==> config.mk <==
export PLATFORM = sky130hd
export DESIGN_NAME = branch_cond_unit
export DESIGN_NICKNAME = d
export VERILOG_FILES = /design/src/rtl/branch_cond_unit_pkg.sv /design/src/rtl/branch_cond_unit_cond_eval.sv /design/src/rtl/branch_cond_unit.sv
export SDC_FILE = /design/constraint.sdc
export NUM_CORES = 1
export LEC_CHECK = 0
export ABC_AREA = 1
export CORE_MARGIN = 5
export CORE_UTILIZATION = 50
export CTS_BUF_LIST = sky130_fd_sc_hd__clkbuf_4
export DETAILED_ROUTE_END_ITERATION = 7
export HOLD_SLACK_MARGIN = 0.06
export PLACE_DENSITY = 0.76
export SYNTH_ARGS = -nofsm -noshare
export SYNTH_HDL_FRONTEND = slang
export SYNTH_HIERARCHICAL = 1
export SYNTH_SLANG_ARGS = --single-unit
export TNS_END_PERCENT = 10
==> constraint.sdc <==
create_clock -name clk -period 3.5 [get_ports clk]
set_clock_uncertainty 0.1 [all_clocks]
set_input_delay 0.525 -clock clk [delete_from_list [all_inputs] [get_ports clk]]
set_output_delay 0.525 -clock clk [all_outputs]
set_load 0.01 [all_outputs]
==> src/rtl/branch_cond_unit_pkg.sv <==
`default_nettype none
// ============================================================================
// Module   : branch_cond_unit_pkg
// Brief    : Condition codes, flag bit indices and FSM states for the branch unit.
// Revision : 1.0
// ============================================================================
package branch_cond_unit_pkg;

    localparam logic [2:0] COND_NE     = 3'b000;
    localparam logic [2:0] COND_EQ     = 3'b001;
    localparam logic [2:0] COND_GT     = 3'b010;
    localparam logic [2:0] COND_LT     = 3'b011;
    localparam logic [2:0] COND_GE     = 3'b100;
    localparam logic [2:0] COND_LE     = 3'b101;
    localparam logic [2:0] COND_OV     = 3'b110;
    localparam logic [2:0] COND_UNCOND = 3'b111;

    localparam int FLAG_N = 2;
    localparam int FLAG_V = 1;
    localparam int FLAG_Z = 0;

    typedef enum logic [1:0] {
        ST_IDLE       = 2'd0,
        ST_WAIT_FLAGS = 2'd1,
        ST_RESOLVE    = 2'd2,
        ST_FLUSH      = 2'd3
    } state_t;

endpackage
`default_nettype wire

==> src/rtl/branch_cond_unit_cond_eval.sv <==
`default_nettype none
// ============================================================================
// Module   : branch_cond_eval
// Brief    : Combinational condition-code evaluation against {N,V,Z} flags.
// Revision : 1.0
// ============================================================================
module branch_cond_eval
    import branch_cond_unit_pkg::*;
(
    input  logic [2:0] cond,
    input  logic [2:0] flags,
    output logic       taken
);

    logic w_n;
    logic w_v;
    logic w_z;

    assign w_n = flags[FLAG_N];
    assign w_v = flags[FLAG_V];
    assign w_z = flags[FLAG_Z];

    always_comb begin
        taken = 1'b0;
        case (cond)
            COND_NE:     taken = !w_z;
            COND_EQ:     taken = w_z;
            COND_GT:     taken = !w_z && !w_n;
            COND_LT:     taken = w_n;
            COND_GE:     taken = w_z || (!w_z && !w_n);
            COND_LE:     taken = w_n || w_z;
            COND_OV:     taken = w_v;
            COND_UNCOND: taken = 1'b1;
            default:     taken = 1'b0;
        endcase
    end

endmodule
`default_nettype wire

==> src/rtl/branch_cond_unit.sv <==
`default_nettype none
// ============================================================================
// Module   : branch_cond_unit
// Brief    : Resolves conditional branches from N/V/Z flags, issues redirect
//            and flush. Optional taken/not-taken counters: BRANCH_STATS_EN.
// Revision : 1.0
// ============================================================================
module branch_cond_unit
    import branch_cond_unit_pkg::*;
#(
    parameter int PC_W         = 16,
    parameter int IMM_W        = 9,
    parameter int FLUSH_CYCLES = 2
)(
    input  logic             clk,
    input  logic             rst,
    input  logic             br_valid,
    input  logic [2:0]       br_cond,
    input  logic [PC_W-1:0]  br_pc,
    input  logic [IMM_W-1:0] br_imm,
    input  logic [2:0]       flag_in,
    input  logic [2:0]       flag_wr,
    input  logic [2:0]       flag_wdata,
    input  logic             flag_wr_pending,
    output logic             stall,
    output logic             redirect_valid,
    output logic [PC_W-1:0]  redirect_pc,
    output logic             taken,
    output logic             flush
`ifdef BRANCH_STATS_EN
    ,
    output logic [15:0]      stat_taken,
    output logic [15:0]      stat_not_taken
`endif
);

    localparam int             c_cnt_w      = 4;
    localparam logic [c_cnt_w-1:0] c_flush_init = c_cnt_w'(FLUSH_CYCLES);

    state_t             r_state;
    logic [2:0]         r_cond;
    logic [PC_W-1:0]    r_pc;
    logic [IMM_W-1:0]   r_imm;
    logic [c_cnt_w-1:0] r_cnt;
    logic               r_redirect_valid;
    logic [PC_W-1:0]    r_redirect_pc;
    logic               r_taken;
    logic               r_flush;

    logic               w_in_wait;
    logic [2:0]         w_eff;
    logic [2:0]         w_sel_cond;
    logic [PC_W-1:0]    w_sel_pc;
    logic [IMM_W-1:0]   w_sel_imm;
    logic [PC_W-1:0]    w_off;
    logic [PC_W-1:0]    w_target;
    logic               w_cond_taken;

    // Same-cycle flag writes bypass the flag register.
    assign w_eff      = (flag_wr & flag_wdata) | (~flag_wr & flag_in);
    assign w_in_wait  = (r_state == ST_WAIT_FLAGS);
    assign w_sel_cond = w_in_wait ? r_cond : br_cond;
    assign w_sel_pc   = w_in_wait ? r_pc   : br_pc;
    assign w_sel_imm  = w_in_wait ? r_imm  : br_imm;
    assign w_off      = {{(PC_W-IMM_W-1){w_sel_imm[IMM_W-1]}}, w_sel_imm, 1'b0};
    assign w_target   = w_sel_pc + PC_W'(2) + w_off;

    branch_cond_eval u_eval (
        .cond  (w_sel_cond),
        .flags (w_eff),
        .taken (w_cond_taken)
    );

    // The cycle that consumes a waiting branch drops stall so upstream does not replay it.
    always_comb begin
        stall = 1'b0;
        case (r_state)
            ST_IDLE:       stall = br_valid && flag_wr_pending;
            ST_WAIT_FLAGS: stall = flag_wr_pending;
            ST_RESOLVE:    stall = br_valid;
            ST_FLUSH:      stall = 1'b1;
            default:       stall = 1'b0;
        endcase
    end

    always_ff @(posedge clk or posedge rst) begin
        if (rst) begin
            r_state          <= ST_IDLE;
            r_cond           <= '0;
            r_pc             <= '0;
            r_imm            <= '0;
            r_cnt            <= '0;
            r_redirect_valid <= 1'b0;
            r_redirect_pc    <= '0;
            r_taken          <= 1'b0;
            r_flush          <= 1'b0;
        end else begin
            r_redirect_valid <= 1'b0;
            r_taken          <= 1'b0;
            case (r_state)
                ST_IDLE: begin
                    if (br_valid && flag_wr_pending) begin
                        r_cond  <= br_cond;
                        r_pc    <= br_pc;
                        r_imm   <= br_imm;
                        r_state <= ST_WAIT_FLAGS;
                    end else if (br_valid) begin
                        r_taken          <= w_cond_taken;
                        r_redirect_valid <= w_cond_taken;
                        if (w_cond_taken) r_redirect_pc <= w_target;
                        r_state          <= ST_RESOLVE;
                    end
                end
                ST_WAIT_FLAGS: begin
                    if (!flag_wr_pending) begin
                        r_taken          <= w_cond_taken;
                        r_redirect_valid <= w_cond_taken;
                        if (w_cond_taken) r_redirect_pc <= w_target;
                        r_state          <= ST_RESOLVE;
                    end
                end
                ST_RESOLVE: begin
                    if (r_taken) begin
                        r_flush <= 1'b1;
                        r_cnt   <= c_flush_init;
                        r_state <= ST_FLUSH;
                    end else begin
                        r_state <= ST_IDLE;
                    end
                end
                ST_FLUSH: begin
                    if (r_cnt <= c_cnt_w'(1)) begin
                        r_flush <= 1'b0;
                        r_cnt   <= '0;
                        r_state <= ST_IDLE;
                    end else begin
                        r_cnt <= r_cnt - c_cnt_w'(1);
                    end
                end
                default: r_state <= ST_IDLE;
            endcase
        end
    end

    assign redirect_valid = r_redirect_valid;
    assign redirect_pc    = r_redirect_pc;
    assign taken          = r_taken;
    assign flush          = r_flush;

`ifdef BRANCH_STATS_EN
    logic [15:0] r_stat_taken;
    logic [15:0] r_stat_not_taken;

    always_ff @(posedge clk or posedge rst) begin
        if (rst) begin
            r_stat_taken     <= '0;
            r_stat_not_taken <= '0;
        end else if (r_state == ST_RESOLVE) begin
            if (r_taken && (r_stat_taken != 16'hFFFF))
                r_stat_taken <= r_stat_taken + 16'd1;
            else if (!r_taken && (r_stat_not_taken != 16'hFFFF))
                r_stat_not_taken <= r_stat_not_taken + 16'd1;
        end
    end

    assign stat_taken     = r_stat_taken;
    assign stat_not_taken = r_stat_not_taken;
`endif

endmodule
`default_nettype wire

==> run metrics <==
Setup crit end kind flop; min Tclk post-route between 2 and 3 ns; gr usage total a little under a fifth; height of the die around 94 um; beginning of the critical path r_state[1]; I/O pin count 61; Detail Placement HPWL between 6 and 7 mm; total iterations of the first detailed-routing run 5; Power Density ~800 mW/mm2; drt first-iter violations just under 200; RSZ-0062 raised after global routing false; synth warn 6; CP arrival 3.17 ns; vias approximately 3,200; Synth Flop Type dfrtp_1; Post-synth EDFFs 0; Net Count, Synth roughly 560; clock sink total 52; cts hold-fix bufs 0; CTS buffer count 5; CP required approximately 3.7 ns; clock latency on the worst-skew pair roughly 0.37 ns; CP Capture Point redirect_pc[14]; setup TNS 0 ns; Max Fclk about 330 MHz; Final Hold Fails 0; Critical R2R Launch r_state[1]; Routed Antenna Nets 0; Worst slew margin between 40% and 50%; buffers added on ports 60; diode count 0; VDD IR max approximately 0.28 mV; average cell area after synthesis slightly above 7 um2; clock transition at the registers of the reported paths about 0.15 ns; Netlist Area Pre-Place about 0.0036 mm2; first-pass GRT wire length roughly 13 mm; die area a little under 0.009 mm2; P_leak 2.21 nW; area delta synth->final 18.8%; flop2flop setup slack about 0.5 ns; worst r2r path cells 14; Synth async-reset ratio between 90% and 100%; Yosys reg bits 52; worst reg2reg path endpoint redirect_pc[14]; postcts setup bufs 0; Overflow after GRT 0; Core ar. 0.00687 mm2; max_cap viols 0; Die X-Extent 94.4 um; status finished, final reports clean; register area share after synthesis 36.5%; layout cells sized above 1 ~5%; nets 614; CTS max path bufs 2; synth unique cells 36; fin crit share 85.7%; actual slew at the worst max-slew pin ~0.79 ns; Mapped Cells approximately 500; largest net degree at the start of global routing between 50 and 60; WHS between 0.3 and 0.4 ns; vias in the first global route between 2,000 and 3,000; worst hold path type in2async; Final setup viols 0; Routed Wire Length around 7.9 mm; Final Max Slew Viols 0; CP Max Fanout 55; Vias/cell slightly below 5; WL per Instance roughly 12 um; post-CTS sizing 0; placer congestion estimate 0.912; H-tree depth 2; Starting Density around 52%; startpoint types flop; drt drc 0; num rows 30; Clock Tree Root clkbuf_4; initial antenna violation count 0; CTS tree done; critical path class reg2reg
[synth_stat cells, types with 2 or more instances]
cell type  instances  share of area (%)
a21oi_1           27                3.8
a31oi_1            2               0.35
buf_2              4               0.56
buf_4              5                1.1
buf_6              4                1.3
clkbuf_1           5               0.53
dfrtp_1           52                 37
ha_1              23                8.1
inv_1             63                6.6
inv_2              2               0.21
mux2_2             3               0.95
nand2_1          145                 15
nand2_2            2               0.35
nand3_1           22                3.1
nand3b_1           4               0.84
nand4_1            5               0.88
nor2_1            50                5.3
o21ai_0           42                5.9
o21ai_1           11                1.5
o21ai_2            2               0.49
o21bai_1           2               0.42
xnor2_1            3               0.74
xor2_1             6                1.5
[power by group]
group / switching (mW) / internal [mW] / total (mW)
clock: 0.187 / 0.0743 / 0.262
combinational: 1.30 / 0.893 / 2.19
sequential: 0.157 / 0.872 / 1.03
total: 1.64 / 1.84 / 3.48
[worst max-delay path: stages, from the launching register on]
cell	delay, ns
dfrtp_1	0.53
inv_6	0.16
nand2_8	0.20
nand2_1	0.11
o21ai_0	0.12
ha_1	0.32
ha_1	0.17
inv_1	0.05
fa_1	0.43
o21ai_2	0.27
nand3_1	0.15
nand3_1	0.09
nand2_1	0.05
nand3_1	0.08
nand2_1	0.06
[worst min path at each step]
stage	endpoint	slack, ns	start
6_report	r_cnt[3]	0.39	rst
5_1_grt	r_cnt[3]	0.41	rst
4_1_cts	r_cnt[2]	0.40	rst
3_5_place_dp	redirect_pc[2]	0.37	redirect_pc[2]
3_3_place_gp	redirect_pc[2]	0.36	redirect_pc[2]
2_1_floorplan	r_imm[0]	0.35	r_imm[0]
[area by class of cell]
class / instances / area [um2]
clock inverter: 3 / 13.8
fill: 657 / 2640
sequential: 52 / 1300
tap: 96 / 120
multi-input combinational: 360 / 1880
clock buffer: 5 / 37.5
timing repair buffer: 64 / 631
inverter: 66 / 253
[metal layers]
metal	global-route usage (%)	share of wire (%)
met2	30.7	45
met4	5.29	1.3
met3	3.03	4.5
met5	0	0
met1	26.2	49
[stage by stage]
stage	utilization (%)	cells	cell area (um2)	worst slack [ns]	total power [mW]
floorplan	-	497	3560	0.798	2.62
global placement	60.9	638	4180	0.474	3.16
detailed placement	60.9	638	4180	0.409	3.22
CTS	61.6	646	4230	0.500	3.50
global route	61.6	646	4230	0.271	3.87
finish	61.6	646	4230	0.500	3.48
[cell families after synthesis]
family	count (synthesis)	share of synthesized area, %
compound gates	88	13.0
buf+inv	85	10.9
xor+xnor	9	2.21
flops	52	36.5
simple gates	236	27.8
mux	3	0.948
fa+ha+maj	24	8.64
[layout by cell type (no fill, tap or decap), types with 4 or more instances in the layout]
cell type,instances
clkdlybuf4s50_1,60
nand3b_1,4
ha_1,23
nand4_1,5
clkbuf_4,5
inv_1,62
buf_4,4
o21ai_0,42
a21oi_1,27
nor2_1,50
dfrtp_1,52
nand3_1,21
xor2_1,6
nand2_1,145
o21ai_1,11
[registers in the layout, indices dropped and copies added (netlist names)]
register     cells
r_pc            16
redirect_pc     16
r_imm            9
r_cnt            4
r_cond           3
r_state          2
flush            1
taken            1
(Power assumes the default switching activity.)
